==> src/rtl/multicore_pkg.sv <==
// Shared types for the execute-stage M-extension unit: operation codes,
// FSM states and datapath defaults.
package multicore_pkg;

  localparam int unsigned NUM_REGS          = 32;
  localparam int unsigned MD_BITS_PER_CYCLE = 1;

  typedef enum logic [2:0] {
    MD_MUL    = 3'd0,
    MD_MULH   = 3'd1,
    MD_MULHSU = 3'd2,
    MD_MULHU  = 3'd3,
    MD_DIV    = 3'd4,
    MD_DIVU   = 3'd5,
    MD_REM    = 3'd6,
    MD_REMU   = 3'd7
  } t_mdop;

  typedef enum logic [1:0] {
    MD_IDLE = 2'd0,
    MD_CALC = 2'd1,
    MD_DONE = 2'd2
  } t_md_state;

  function automatic logic md_is_div(input t_mdop op);
    return op[2];
  endfunction

endpackage

==> src/rtl/md_iter_core.sv <==
// Iterative unsigned shift-add multiplier / restoring divider sharing one
// 2*DATA_SIZE working register; signs are handled by the caller.
module md_iter_core #(
  parameter int unsigned DATA_SIZE      = 32,
  parameter int unsigned BITS_PER_CYCLE = 1
) (
  input  logic                     i_aclk,
  input  logic                     i_areset_n,
  input  logic                     i_load,
  input  logic                     i_step,
  input  logic                     i_is_div,
  input  logic [DATA_SIZE-1:0]     i_a_mag,
  input  logic [DATA_SIZE-1:0]     i_b_mag,
  output logic [2*DATA_SIZE-1:0]   o_pq
);

  localparam int unsigned W = DATA_SIZE;

  logic [2*W-1:0] r_pq;
  logic [W-1:0]   r_opd;
  logic           r_is_div;
  logic [2*W-1:0] w_pq;
  logic [W:0]     w_sum;
  logic [W:0]     w_diff;

  // Low half starts as multiplier (mul) or dividend (div); high half is the
  // running partial product / remainder.
  always_comb begin
    w_pq   = r_pq;
    w_sum  = '0;
    w_diff = '0;
    for (int unsigned i = 0; i < BITS_PER_CYCLE; i++) begin
      if (r_is_div) begin
        w_diff = w_pq[2*W-1:W-1] - {1'b0, r_opd};
        if (!w_diff[W])
          w_pq = {w_diff[W-1:0], w_pq[W-2:0], 1'b1};
        else
          w_pq = {w_pq[2*W-2:0], 1'b0};
      end else begin
        w_sum = {1'b0, w_pq[2*W-1:W]} + (w_pq[0] ? {1'b0, r_opd} : '0);
        w_pq  = {w_sum, w_pq[W-1:1]};
      end
    end
  end

  always_ff @(posedge i_aclk or negedge i_areset_n) begin
    if (!i_areset_n) begin
      r_pq     <= '0;
      r_opd    <= '0;
      r_is_div <= 1'b0;
    end else if (i_load) begin
      r_pq     <= {{W{1'b0}}, i_a_mag};
      r_opd    <= i_b_mag;
      r_is_div <= i_is_div;
    end else if (i_step) begin
      r_pq     <= w_pq;
    end
  end

  assign o_pq = r_pq;

endmodule

==> src/rtl/exe_muldiv_unit.sv <==
// Execute-stage multiply/divide unit: operand forwarding and capture,
// sign handling, IDLE/CALC/DONE sequencing around md_iter_core.
module exe_muldiv_unit
  import multicore_pkg::*;
#(
  parameter int unsigned DATA_SIZE      = 32,
  parameter int unsigned NUM_FWD        = 2,
  parameter int unsigned BITS_PER_CYCLE = MD_BITS_PER_CYCLE
) (
  input  logic                              i_aclk,
  input  logic                              i_areset_n,
  input  logic                              i_en,
  input  logic                              i_flush,
  input  logic                              i_valid,
  input  t_mdop                             i_mdop,
  input  logic [$clog2(NUM_REGS)-1:0]       i_rdest,
  input  logic [$clog2(NUM_FWD+1)-1:0]      i_fwd_a,
  input  logic [$clog2(NUM_FWD+1)-1:0]      i_fwd_b,
  input  logic [DATA_SIZE-1:0]              i_op1,
  input  logic [DATA_SIZE-1:0]              i_op2,
  input  logic [NUM_FWD*DATA_SIZE-1:0]      i_fwd_data,
  output logic                              o_busy,
  output logic                              o_valid,
  output logic [DATA_SIZE-1:0]              o_result,
  output logic [$clog2(NUM_REGS)-1:0]       o_rdest
);

  localparam int unsigned W      = DATA_SIZE;
  localparam int unsigned FW     = $clog2(NUM_FWD+1);
  localparam int unsigned RW     = $clog2(NUM_REGS);
  localparam int unsigned N_ITER = DATA_SIZE / BITS_PER_CYCLE;
  localparam int unsigned CW     = $clog2(N_ITER+1);
  localparam logic [W-1:0] MOST_NEG = {1'b1, {(W-1){1'b0}}};

  t_md_state      r_state, w_state_nxt;
  t_mdop          r_op;
  logic           r_neg;
  logic [CW-1:0]  r_cnt;
  logic [W-1:0]   r_result;
  logic [RW-1:0]  r_rdest;

  logic [W-1:0]   w_a, w_b, w_a_mag, w_b_mag;
  logic           w_sa, w_sb, w_neg;
  logic           w_div0, w_ovf, w_special, w_accept, w_step, w_finish;
  logic [W-1:0]   w_special_res, w_final;
  logic [2*W-1:0] w_pq, w_prod_fix;

  always_comb begin
    w_a = i_op1;
    w_b = i_op2;
    for (int unsigned k = 0; k < NUM_FWD; k++) begin
      if (i_fwd_a == FW'(k+1)) w_a = i_fwd_data[k*W +: W];
      if (i_fwd_b == FW'(k+1)) w_b = i_fwd_data[k*W +: W];
    end
  end

  always_comb begin
    w_sa = 1'b0;
    w_sb = 1'b0;
    unique case (i_mdop)
      MD_MULH, MD_DIV, MD_REM: begin w_sa = w_a[W-1]; w_sb = w_b[W-1]; end
      MD_MULHSU:               w_sa = w_a[W-1];
      default:                 ;
    endcase
    w_neg   = (i_mdop == MD_REM) ? w_sa : (w_sa ^ w_sb);
    w_a_mag = w_sa ? (~w_a + 1'b1) : w_a;
    w_b_mag = w_sb ? (~w_b + 1'b1) : w_b;
  end

  // Divide-by-zero and signed overflow finish straight from IDLE.
  assign w_div0    = md_is_div(i_mdop) && (w_b == '0);
  assign w_ovf     = md_is_div(i_mdop) && !i_mdop[0] && (w_a == MOST_NEG) && (w_b == '1);
  assign w_special = w_div0 || w_ovf;
  assign w_special_res = w_div0 ? (i_mdop[1] ? w_a : '1)
                                : (i_mdop[1] ? '0  : MOST_NEG);

  assign w_accept = (r_state == MD_IDLE) && i_valid && i_en && !i_flush;
  assign w_step   = (r_state == MD_CALC) && !i_flush && (r_cnt != '0);
  assign w_finish = (r_state == MD_CALC) && !i_flush && (r_cnt == '0);

  md_iter_core #(
    .DATA_SIZE      (DATA_SIZE),
    .BITS_PER_CYCLE (BITS_PER_CYCLE)
  ) u_core (
    .i_aclk     (i_aclk),
    .i_areset_n (i_areset_n),
    .i_load     (w_accept),
    .i_step     (w_step),
    .i_is_div   (md_is_div(i_mdop)),
    .i_a_mag    (w_a_mag),
    .i_b_mag    (w_b_mag),
    .o_pq       (w_pq)
  );

  always_comb begin
    w_prod_fix = r_neg ? (~w_pq + 1'b1) : w_pq;
    unique case (r_op)
      MD_MUL:                      w_final = w_pq[W-1:0];
      MD_MULH, MD_MULHSU, MD_MULHU: w_final = w_prod_fix[2*W-1:W];
      MD_DIV, MD_DIVU:             w_final = r_neg ? (~w_pq[W-1:0] + 1'b1) : w_pq[W-1:0];
      default:                     w_final = r_neg ? (~w_pq[2*W-1:W] + 1'b1) : w_pq[2*W-1:W];
    endcase
  end

  always_ff @(posedge i_aclk or negedge i_areset_n) begin
    if (!i_areset_n) r_state <= MD_IDLE;
    else             r_state <= w_state_nxt;
  end

  always_comb begin
    w_state_nxt = r_state;
    unique case (r_state)
      MD_IDLE: if (w_accept) w_state_nxt = w_special ? MD_DONE : MD_CALC;
      MD_CALC: begin
        if (i_flush)            w_state_nxt = MD_IDLE;
        else if (r_cnt == '0)   w_state_nxt = MD_DONE;
      end
      MD_DONE: w_state_nxt = MD_IDLE;
      default: w_state_nxt = MD_IDLE;
    endcase
  end

  always_comb begin
    o_busy  = (r_state == MD_CALC) || w_accept;
    o_valid = (r_state == MD_DONE);
  end

  // Counter runs to zero, then one extra CALC cycle applies the sign fix-up.
  always_ff @(posedge i_aclk or negedge i_areset_n) begin
    if (!i_areset_n) begin
      r_op     <= MD_MUL;
      r_neg    <= 1'b0;
      r_cnt    <= '0;
      r_result <= '0;
      r_rdest  <= '0;
    end else begin
      if (w_accept) begin
        r_op    <= i_mdop;
        r_neg   <= w_neg;
        r_rdest <= i_rdest;
        r_cnt   <= w_special ? '0 : CW'(N_ITER);
        if (w_special) r_result <= w_special_res;
      end else if (i_flush) begin
        r_cnt <= '0;
      end else if (w_step) begin
        r_cnt <= r_cnt - 1'b1;
      end
      if (w_finish) r_result <= w_final;
    end
  end

  assign o_result = r_result;
  assign o_rdest  = r_rdest;

endmodule

==> config.mk <==
export PLATFORM = sky130hd
export DESIGN_NAME = exe_muldiv_unit
export DESIGN_NICKNAME = d
export VERILOG_FILES = /design/src/rtl/multicore_pkg.sv /design/src/rtl/md_iter_core.sv /design/src/rtl/exe_muldiv_unit.sv
export SDC_FILE = /design/constraint.sdc
export NUM_CORES = 1
export LEC_CHECK = 0
export BUFFER_PORTS_ARGS = -buffer_cell sky130_fd_sc_hd__buf_2
export CAP_MARGIN = 30
export CORE_ASPECT_RATIO = 0.7
export CORE_MARGIN = 3
export CORE_UTILIZATION = 24
export DETAILED_ROUTE_END_ITERATION = 6
export GPL_TIMING_DRIVEN = 0
export SLEW_MARGIN = 20
export SYNTH_ARGS = -nofsm -noshare
export SYNTH_HDL_FRONTEND = slang
export SYNTH_HIERARCHICAL = 1
export SYNTH_SLANG_ARGS = --single-unit
==> constraint.sdc <==
create_clock -name i_aclk -period 4 [get_ports i_aclk]
set_clock_uncertainty 0.2 [all_clocks]
set_input_delay 0.8 -clock i_aclk [delete_from_list [all_inputs] [get_ports i_aclk]]
set_output_delay 0.8 -clock i_aclk [all_outputs]
set_load 0.05 [all_outputs]
Word level (Yosys, flattened, before mapping)
Index checks and enable logic that the tools add are counted.

word-level totals
  register bits = 146
  word-level logic and storage cells = 104
  RAM bits = 0
  memories kept = 0
  output and inout port bits = 39
  bits in latches = 0
  memory bits (read-only) = 0

operators by class
  $mul = 0
  divide/modulo/power cells = 0
  bitwise gates (word level) = 6
  add/sub/neg operators = 8
  $lt $le $gt $ge = 0
  reduce and logical (&&, ||, !) cells = 29
  shift-type cells = 0
  mux-type cells = 33
  eq/ne operators = 19

operators with widths
  operator                 number
  $mux W32                 15
  $mux W64                 5
  $add A32 B1 Y32 const B  4
  $not A32 Y32             4
  $pmux W32 S3             1
  $add A64 B1 Y64 const B  1
  $eq A32 B32 Y1 const B   2
  $not A64 Y64             1
  $add A32 B33 Y33         1
  $sub A33 B32 Y33         1
  $logic_not A32 Y1        1
  $mux W6                  4
  $eq A3 B3 Y1 const B     4
  $logic_and A1 B1 Y1      10
  $eq A3 B2 Y1 const B     3
  $mux W2                  4
  $eq A2 B1 Y1 const B     3
  $eq A2 B2 Y1 const B     3
  $eq A3 B1 Y1 const B     2
  $logic_not A6 Y1         1
  $reduce_bool A2 Y1       3
  $reduce_bool A6 Y1       1
  $reduce_or A3 Y1         2
  $sub A6 B1 Y6 const B    1
  other kinds (13)         18

Depth between registers and ports, before layout
Gate-level depths: netlist of the first run.

  depth after elaboration = 10
  mapped depth = 18
  mapped depth without buffers = 13

By module
The synthesis of the first run kept the hierarchy.

modules (own cells, without submodules)
  module           area each (um2)  cells each  times used
  exe_muldiv_unit  9171.3           1187        1
  md_iter_core     8480.6           1054        1

Least setup slack after synthesis of the first run
OpenSTA, ideal clock, no wires.

  kind = in2reg
  start point = in i_fwd_a[0]
  end point = reg r_result[10], in the netlist o_result[10]
  arrival = 4393 ps
  library setup time = 125 ps
  buffers on the path = 6
  stages = 17
  setup slack = -718 ps
  cell sequence = buf_6 -> buf_12 -> buf_6 -> buf_4 -> buf_6 -> mux2i_1 -> mux2i_1 -> inv_1 -> ha_1 -> nand4_1 -> a2111oi_4 -> nand3_2 -> or3_4 -> or4_4 -> o211ai_4 -> buf_12 -> mux2_4

between the ends
  cells in the longest elaborated chain, start to end = 9

RTL lines
  what                                 line                    text
  start: declaration                   exe_muldiv_unit.sv:17   input logic [$clog2(NUM_FWD+1)-1:0] i_fwd_a,
  $eq A2 B1 Y1                         exe_muldiv_unit.sv:52   if (i_fwd_a == FW'(k+1)) w_a = i_fwd_data[k*W +: W];
  $mux W32                             exe_muldiv_unit.sv:52
  $mux W32 *                           exe_muldiv_unit.sv:52
  $eq A32 B32 Y1                       exe_muldiv_unit.sv:72   assign w_ovf = md_is_div(i_mdop) && !i_mdop[0] && (w_a == MOST_NEG) && (w_b == '1);
  $logic_and A1 B1 Y1 (2 in a row)     exe_muldiv_unit.sv:72
  $logic_or A1 B1 Y1                   exe_muldiv_unit.sv:73   assign w_special = w_div0 || w_ovf;
  $reduce_bool A2 Y1 (no source line)  --
  $reduce_and A2 Y1 (no source line)   --
  end signal: assignment               exe_muldiv_unit.sv:142  if (w_special) r_result <= w_special_res;
  end signal: assignment               exe_muldiv_unit.sv:148  if (w_finish) r_result <= w_final;
  end: declaration                     exe_muldiv_unit.sv:39   logic [W-1:0] r_result;

Every way passes the cells marked *; elsewhere a longest branch is shown, timed or not. The select of a mux whose other input is x is not followed.
A chain may end at the register's enable or synchronous reset.

Final worst setup path of the first run
  start point = in i_fwd_b[1]
  end point = reg r_result[24], in the netlist o_result[24]

between the ends
  cells in the longest elaborated chain, start to end = 9

RTL lines
  what                 line                    text
  start: declaration   exe_muldiv_unit.sv:18   input logic [$clog2(NUM_FWD+1)-1:0] i_fwd_b,
  $eq A2 B1 Y1         exe_muldiv_unit.sv:53   if (i_fwd_b == FW'(k+1)) w_b = i_fwd_data[k*W +: W];
  $mux W32             exe_muldiv_unit.sv:53
  $mux W32 *           exe_muldiv_unit.sv:53
  $logic_not A32 Y1    exe_muldiv_unit.sv:71   assign w_div0 = md_is_div(i_mdop) && (w_b == '0);
  $logic_and A1 B1 Y1  exe_muldiv_unit.sv:71
  $mux W32             exe_muldiv_unit.sv:74   assign w_special_res = w_div0 ? (i_mdop[1] ? w_a : '1)
  $mux W32             exe_muldiv_unit.sv:142
  $mux W32             exe_muldiv_unit.sv:137  if (w_accept) begin
  $mux W32             exe_muldiv_unit.sv:148

Marks and branches as above.

==> results.toml, run 1 <==
[outcome]
status = "finished, violations left"
violations = "DRC, setup timing"

[sta]
worst_slack_ns = -0.0633
fmax_mhz = 246
worst_pin_slew_ns = 1.03
whs_ns = 0.0604
max_slew_margin_pct = 31.1
hold_viol = 0
drv_slew = 0
finalSetupViolCount = 23
min_period_over_period_pct = 102
period_minus_slack_ns = 4.06
rsz0062_at_grt = "true"

[worst_setup_path]
cp_slowest_stage_delay_ns = 0.46
r2r_slack_ns = -0.02
end_kind = "flop"
start_kind = "input port"
required_ns = 4.19
critical_path_class = "input port to flop"
cp.arrival_ns = 4.25
cp_max_fo = 10
crit_path_cell_trace = "clkbuf_1 -> buf_2 -> mux2i_1 -> nor3_1 -> nand2_1 -> nor4_4 -> nand3_4 -> clkbuf_2 -> o22ai_1 -> mux2_4"
worst_path_max_delay_cell = "nor4_4"

[clock_network]
cts_buffers = 17
cts_max_level = 4
cts_tree = "yes"
cts.path.max_buffers = 2
cts.root.buffer_cell = "clkbuf_16"
clock_latency_ns = 0.46
clock-sinks = 146
clkSlewWorstSetupHoldPaths_ns = 0.07

[global_routing]
grt.busiest_layer = "met1"
grt_start_max_net_pins = 92
met1_usage_pct = 30.7
grt_overflow = 0
grt_pass1_vias = 17633
met3_usage_pct = 10.3
grtUsageMet2_pct = 25.3
antenna_found_initial = 3
grt_first_pass_wirelength_um = 118000
grt_use_total_pct = 20.7

[power]
power_switching_mw = 4.06
power_mw = 8.07
switching_share_pct = 50.2
ir_worst_vdd_uv = 283
p_int_mw = 4.02
pwr-share-clk_pct = 21.2
seqPwrFrac_pct = 27.6
combPwrFrac_pct = 51.2
powerDensity_nw_per_um2 = 377
leakage_nw = 9.23

[floorplanning]
row_count = 82
die_w_um = 330
dieArea_um2 = 76900
die_h_um = 233
ios = 184
start_util_pct = 24.4
design.core.area_um2 = 72200

[detailed_routing]
wl_um = 82900
wl_per_cell_um = 23.9
dr.pass1.iters = 7
vias = 19408
drt-initial-drc-count = 2881
drc = 15
via_per_inst = 5.60
ant_nets = 0

[synthesis]
yosys.area_share.simple_pct = 20.1
synth_top_family_by_area = "compound AO/OA/AOI/OAI gates"
synth_top_area_cell = "dfrtp_1"
synthCells = 2241
yosysWarnings = 6
synth_nets = 2458
yosys.cell_types.count = 96
synth_area_leaders = "dfrtp_1 21%, mux2i_1 14%, o21ai_0 6.2%"
syn_avg_cell_area_um2 = 7.88
synth-edff-count = 0
synth_adder_area_share_pct = 5.19
async_reset_ff_share_pct = 100
syn_area_um2 = 17700
synth.top_cell.area_share_pct = 20.7
synth_compound_area_share_pct = 23.1
synthMuxAreaShare_pct = 17.0
synth_xor_area_share_pct = 8.24
ys_seq_area_share_pct = 20.7
synthFlopType = "dfrtp_1"
synth_seq_cells = 146

[flow_run]
max_cap_violations = 0

[finish]
layout_commonest_cell = "nand2_1"
syn2layout_area_growth_pct = 21.4
final_nets = 2704
drive_gt1_share_pct = 17.8
final_cell_mix = "258 x nand2_1, 220 x mux2i_1, 211 x o21ai_0"
antenna_cells = 0

[min_path]
hold_class = "input port to async pin"

[placed_design]
portBuffers = 179
gp_congestion = 1.05
dpl.hpwl_um = 66200
registers in the layout (all words and copies together), names as in the netlist:
| signal | flops |
|---|---|
| r_cnt | 6 |
| u_core/r_opd | 32 |
| o_rdest | 5 |
| r_neg | 1 |
| u_core/o_pq | 64 |
| o_result | 32 |
| u_core/r_is_div | 1 |
| r_state | 2 |
| r_op | 3 |
cells in the mapped netlist (39+ instances only):
| library cell | n |
|---|---|
| nand2_1 | 258 |
| mux2i_1 | 245 |
| o21ai_0 | 218 |
| dfrtp_1 | 146 |
| nor2_1 | 125 |
| a21oi_1 | 114 |
| clkbuf_1 | 110 |
| xnor2_1 | 104 |
| inv_1 | 74 |
| ha_1 | 70 |
| xor2_1 | 62 |
| and2_1 | 44 |
| nand3_1 | 43 |
| nor2b_1 | 42 |
| nor3_1 | 39 |
final timing paths:
path | from | endpoint | cells past startpoint
max | i_fwd_b[1] | o_result[24] | 10
min | i_areset_n | o_result[22] | 1
max reg2reg | u_core/o_pq[26] | o_result[0] | 10
min reg2reg | o_rdest[1] | o_rdest[1] | 2
max in group asynchronous | i_areset_n | u_core/o_pq[0] | 2
min in group i_aclk | o_rdest[1] | o_rdest[1] | 2
routing by layer:
| metal | share of wire (%) | vias to the layer above |
|---|---|---|
| li1 | - | 8696 |
| met1 | 45 | 9272 |
| met2 | 35 | 1293 |
| met3 | 17 | 145 |
| met4 | 2.9 | 2 |
| met5 | 0.043 | - |
cell type report:
cell class / count / area [µm²]
Clock buffer: 17 / 425
Tap cell: 966 / 1210
Multi-Input combinational cell: 1869 / 13400
Buffer: 146 / 823
Sequential cell: 146 / 3660
Timing Repair Buffer: 232 / 1410
Fill cell: 7802 / 50800
Inverter: 75 / 282
Clock inverter: 15 / 186
cells by family after synthesis:
group                    after synthesis
multiplexers                         284
buffers and inverters                226
flip-flops                           146
AO/OA/AOI/OAI                        627
AND/OR/NAND/NOR                      720
adder cells (fa/ha/maj)               72
XOR/XNOR                             166
power by group through the flow:
stage / Clock [mW] / Combinational [mW] / Sequential [mW]
floorplan: 0 / 2.50 / 2.08
global placement: 0 / 3.76 / 2.18
detailed placement: 0 / 3.77 / 2.18
CTS: 1.73 / 3.87 / 2.16
global route: 1.79 / 4.39 / 2.23
finish: 1.71 / 4.14 / 2.23
what timing repair did:
action	4_1_cts	5_1_grt
setup buffers	36	14
hold buffers	0	0
pin swaps	7	12
gates resized for setup	68	72
gates cloned	3	0
setup endpoints to repair	52	65
through the flow:
stage	instance area, µm²	setup TNS, ns	worst slack [ns]	instances	utilization (%)
after floorplan	17700	-14.32	-0.464	2241	-
after global placement	19800	-138.55	-1.84	3386	27.4
after detailed placement	19800	-64.38	-1.87	3387	27.5
after CTS	21100	-4.01	-0.167	3455	29.2
after global routing	21400	-1.38	-0.0884	3466	29.7
final	21400	-0.815	-0.0633	3466	29.7
critical path, delay by kind of cell:
family	cells	cell delay, ns
buffers and inverters	3	1.14
muxes	2	0.52
and+or+nand+nor	4	1.32
AOI/OAI and AO/OA	1	0.44
Note: power is estimated with default switching activity, not from simulation.
==> run 2, diff against run 1 <==
--- a/config.mk
+++ b/config.mk
@@ -17,3 +17,4 @@
 export SYNTH_HDL_FRONTEND = slang
 export SYNTH_HIERARCHICAL = 1
 export SYNTH_SLANG_ARGS = --single-unit
+export TNS_END_PERCENT = 50
==> run 2 against run 1 <==
Against the previous run: the flow finishes with violations (setup timing); hold slack improved by 0.017 ns; global-route usage increased by 0.44 points; die area unchanged; sequential share of layout area increased by 0.068 points; utilization decreased by 0.12 points; via count decreased by 0.32%; register-to-register slack got worse by 0.02 ns; setup slack got worse by 0.078 ns.
==> results.toml, run 2 (synthesized netlist as in run 1, its figures left out) <==
[detailed_routing]
drt-initial-drc-count = 2665
wl_per_cell_um = 24.2
dr.pass1.iters = 7
via_per_inst = 5.58
drc = 0
ant_nets = 0
wl_um = 83700
vias = 19346

[worst_setup_path]
r2r_slack_ns = -0.04
required_ns = 4.15
critPathLaunch = "i_fwd_a[0]"
cp_max_fo = 12
r2r-start = "u_core/o_pq[0]"
ff2ff_path_depth = 11
start_kind = "input port"
timing.rr.end = "o_result[30]"
cp.arrival_ns = 4.29
critical_path_class = "input port to flop"
end_kind = "flop"

[finish]
drive_gt1_share_pct = 17.8
fillers = 7831
final_cell_mix = "258 x nand2_1, 220 x mux2i_1, 208 x o21ai_0"
largest_reg_flops = 64
final_nets = 2704
syn2layout_area_growth_pct = 20.9
layout_commonest_cell = "nand2_1"
antenna_cells = 0
fin_cells = 3466

[sta]
fin_tns_setup_ns = -1.99
finalSetupViolCount = 34
worst_slack_ns = -0.141
min_period_over_period_pct = 104
rsz0062_at_grt = "true"
fmax_mhz = 241
drv_slew = 0
worst_pin_slew_ns = 0.998
max_slew_margin_pct = 32.9
hold_viol = 0
period_minus_slack_ns = 4.14

[floorplanning]
die_w_um = 330
ios = 184
start_util_pct = 24.4
row_count = 82
die_h_um = 233
design.core.area_um2 = 72200
dieArea_um2 = 76900

[global_routing]
grt_use_total_pct = 21.1
grt_pass1_vias = 17394
grt_start_max_net_pins = 90
antenna_found_initial = 0
grt_first_pass_wirelength_um = 120000
grt_overflow = 0

[placed_design]
dpl.hpwl_um = 67000
placed_cells = 3391
dp_slack_ns = -1.96
gp_congestion = 1.02
portBuffers = 179

[clock_network]
cts_max_level = 4
clkSlewWorstSetupHoldPaths_ns = 0.07
cts.path.max_buffers = 2
clock-sinks = 146
cts_tree = "yes"
cts_buffers = 17
cts.root.buffer_cell = "clkbuf_16"
clock_latency_ns = 0.47

[power]
ir_worst_vdd_uv = 348
power_mw = 8.02
leakage_nw = 9.17
powerDensity_nw_per_um2 = 376

[outcome]
status = "finished, violations left"
violations = "setup timing"

[min_path]
hold_class = "input port to async pin"

[flow_run]
max_cap_violations = 0
run 2: cell types whose count changed in the layout (fill, tap and decap cells not counted), sizes merged:
cell,delta
clkinv,+1
clkinvlp,+1
clkbuf,-1
inv,-2
buf,+1
run 2: critical path, cell delays in order:
cell and delay [ns]:
buf_16 0.10, buf_16 0.13, buf_4 0.26, mux2i_1 0.24, mux2i_1 0.22, nor4b_1 0.56
nand2_1 0.17, or3_4 0.41, or4_4 0.53, o211ai_4 0.11, buf_12 0.19, buf_12 0.13
clkbuf_16 0.13, mux2_4 0.29
run 2: final cells by class:
type                       count  area, µm²  share of cell area (%)
buffer                       144        785                    3.67
sequential                   146       3660                    17.2
timing repair buffer         234       1430                    6.69
inverter                      75        282                    1.32
clock inverter                15        185                   0.867
multi-input combinational   1869      13400                    62.6
clock buffer                  17        425                    1.99
tap                          966       1210                    5.66
run 2: power by group:
group,switching [mW],internal (mW)
Clock,0.849,0.848
Combinational,2.68,1.43
Sequential,0.506,1.71
Total,4.03,3.99
run 2: how the worst max path moves through the flow:
stage               cells past startpoint  slack (ns)      endpoint
detailed placement                     12       -1.96  o_result[22]
global placement                       12       -1.97  o_result[22]
CTS                                    18       -0.11   o_result[4]
global route                           14       -0.25   o_result[4]
floorplan                              17       -0.46  o_result[10]
finish                                 14       -0.14   o_result[1]
run 2: routing by layer:
layer,vias to the layer above,share of wire (%),track usage (%)
li1,8712,-,-
met1,9230,45,31.6
met2,1276,36,26.2
met3,126,16,10.3
met4,2,2.0,4.38
met5,-,0.031,0
run 2: what timing repair did:
action | 4_1_cts | 5_1_grt
cloned | 2 | 2
hold buffers | 0 | 0
pin swaps | 4 | 11
setup buffers | 36 | 12
setup endpoints to repair | 62 | 77
resized for setup | 74 | 55
run 2: stage by stage:
stage | area [µm²] | util, % | hold slack (ns)
2_1_floorplan | 17700 | - | 0.287
3_3_place_gp | 19800 | 27.4 | 0.257
3_5_place_dp | 19900 | 27.5 | 0.261
4_1_cts | 21100 | 29.2 | 0.0889
5_1_grt | 21300 | 29.6 | 0.109
6_report | 21300 | 29.6 | 0.0774
==> run 3, diff against run 2 <==
==> constraint.sdc (replaced) <==
create_clock -name i_aclk -period 5 [get_ports i_aclk]
set_clock_uncertainty 0.2 [all_clocks]
set_input_delay 1 -clock i_aclk [delete_from_list [all_inputs] [get_ports i_aclk]]
set_output_delay 1 -clock i_aclk [all_outputs]
set_load 0.05 [all_outputs]
==> run 3 against run 2 <==
Against the previous run: highest routed layer unchanged; sequential power is 21% lower; utilization is 1.2 points lower; critical path depth is 2 lower; the run now ends clean; setup slack better by 0.26 ns; register-to-register slack better by 0.16 ns; first-iteration DRC count is 1.4% higher; die area stayed put.
==> results.toml, run 3 (synthesized netlist as in run 1, its figures left out) <==
[finish]
final_nets = 2661
final_cell_mix = "258 x nand2_1, 244 x mux2i_1, 217 x o21ai_0"
syn2layout_area_growth_pct = 16.0
drive_gt1_share_pct = 13.4
largest_reg_flops = 64
final_area_um2 = 20500
layout_commonest_cell = "nand2_1"
finish.utilization_pct = 28.4

[clock_network]
cts.root.buffer_cell = "clkbuf_16"
clock-sinks = 146
clock_latency_ns = 0.48
cts_max_level = 4
cts.path.max_buffers = 2
clkSlewWorstSetupHoldPaths_ns = 0.07
cts_buffers = 17
hold_buffers = 0
cts_tree = "yes"

[global_routing]
grt_overflow = 0
grt_first_pass_wirelength_um = 119000
grt_use_total_pct = 20.9
grt_start_max_net_pins = 92
antenna_found_initial = 1
grt_pass1_vias = 17218

[floorplanning]
die_w_um = 330
dieArea_um2 = 76900
die_h_um = 233
design.core.area_um2 = 72200
row_count = 82
start_util_pct = 24.4
ios = 184

[sta]
drv_slew = 0
max_slew_margin_pct = 21.5
hold_viol = 0
fmax_mhz = 205
rsz0062_at_grt = "false"
min_period_over_period_pct = 97.6
period_minus_slack_ns = 4.88
finalSetupViolCount = 0
worst_pin_slew_ns = 1.18

[placed_design]
portBuffers = 179
dpl.hpwl_um = 67300
dpl_cell_area_um2 = 19800
gp_congestion = 1.02

[worst_setup_path]
worst_path_max_delay_cell = "dfrtp_1"
critical-path-top-delay-family = "simple AND/OR/NAND/NOR gates"
cp.arrival_ns = 5.02
ff2ff_path_depth = 12
timing.rr.end = "o_result[0]"
cp_max_fo = 11
end_kind = "flop"
crit_path_cell_trace = "inv_1 -> ha_1 -> or4b_1 -> or3_1 -> or3_1 -> clkbuf_1 -> clkbuf_1 -> a21oi_1 -> nor2_1 -> o2111ai_2 -> o21ai_0 -> mux2_4"
critical_path_class = "flop to flop"
crit_buf_inv = 3
required_ns = 5.15
worstSetupPathDepth = 12
start_kind = "flop"
r2r_slack_ns = 0.12
r2r-start = "u_core/o_pq[0]"
cp_slowest_stage_delay_ns = 0.64

[detailed_routing]
dr.pass1.iters = 6
wl_um = 82500
ant_nets = 0
drc = 0
wl_per_cell_um = 24.1
vias = 19051
drt-initial-drc-count = 2703
via_per_inst = 5.56

[flow_run]
max_cap_violations = 0

[min_path]
hold_class = "input port to async pin"

[power]
powerDensity_nw_per_um2 = 308
ir_worst_vdd_uv = 298
leakage_nw = 8.87

[outcome]
status = "completed"
-- run 3: cell types whose count changed in the layout (fill, tap and decap cells not counted), moves of 6 or more --
| cell | before | now |
|---|---|---|
| buf_12 | 11 | 5 |
| buf_2 | 190 | 196 |
| buf_4 | 49 | 5 |
| clkbuf_1 | 102 | 110 |
| dfrtp_1 | 138 | 146 |
| dfrtp_2 | 8 | 0 |
| mux2i_1 | 220 | 244 |
| mux2i_2 | 20 | 1 |
| nor4_1 | 20 | 26 |
| nor4_2 | 7 | 1 |
| o21ai_0 | 208 | 217 |
| o21ai_1 | 15 | 7 |
-- run 3: final cells by class --
class,count,area [µm²]
fill,7943,51700
multi-input combinational,1869,13000
sequential,146,3650
tap,966,1210
timing repair buffer,186,986
buffer,149,726
clock buffer,17,425
inverter,75,282
clock inverter,15,161
antenna,2,5.00
-- run 3: repair_timing --
action / 4_1_cts / 5_1_grt
endpoints found under the setup margin: 32 / 30
pin swaps: 1 / 1
setup buffers: 2 / 2
resized for setup: 4 / 7
-- run 3: worst max path at each step --
| stage | start | endpoint | slack, ns |
|---|---|---|---|
| 5_1_grt | i_fwd_a[1] | o_result[10] | 0.02 |
| 2_1_floorplan | i_fwd_a[0] | o_result[10] | 0.08 |
| 6_report | u_core/o_pq[0] | o_result[0] | 0.12 |
| 4_1_cts | i_fwd_a[1] | o_result[21] | 0.02 |
| 3_5_place_dp | i_fwd_b[0] | o_result[24] | -0.81 |
| 3_3_place_gp | i_fwd_b[0] | o_result[24] | -0.83 |
-- run 3: worst reg2reg max path, cell delays in order, from the launching register on --
cell	delay (ns)
dfrtp_1	0.64
inv_1	0.15
ha_1	0.19
or4b_1	0.54
or3_1	0.54
or3_1	0.38
clkbuf_1	0.29
clkbuf_1	0.44
a21oi_1	0.32
nor2_1	0.08
o2111ai_2	0.40
o21ai_0	0.28
mux2_4	0.31
-- run 3: power by group --
part	internal, mW	switching [mW]	total, mW
Clock	0.711	0.664	1.37
Combinational	1.08	2.11	3.19
Sequential	1.37	0.386	1.75
-- run 3: routing by layer --
metal  routed length, µm  global-route usage, %  part of all wire, %  vias to the layer above
met5                 167                      0                 0.20                        -
met4                1610                   4.63                  1.9                        2
met3               12900                   10.1                   16                      119
met2               30100                   26.1                   36                     1158
met1               37800                   31.2                   46                     9143
li1                    -                      -                    -                     8629
-- run 3: per-stage QoR --
stage	cells	TNS [ns]	hold WS, ns	setup WS [ns]	total power, mW
floorplan	2241	0	0.287	0.0820	3.66
global placement	3386	-22.69	0.256	-0.827	4.79
detailed placement	3388	-23.56	0.262	-0.807	4.78
CTS	3421	0	0.279	0.0244	6.16
global route	3423	0	0.291	0.0229	6.62
finish	3425	0	0.273	0.121	6.31
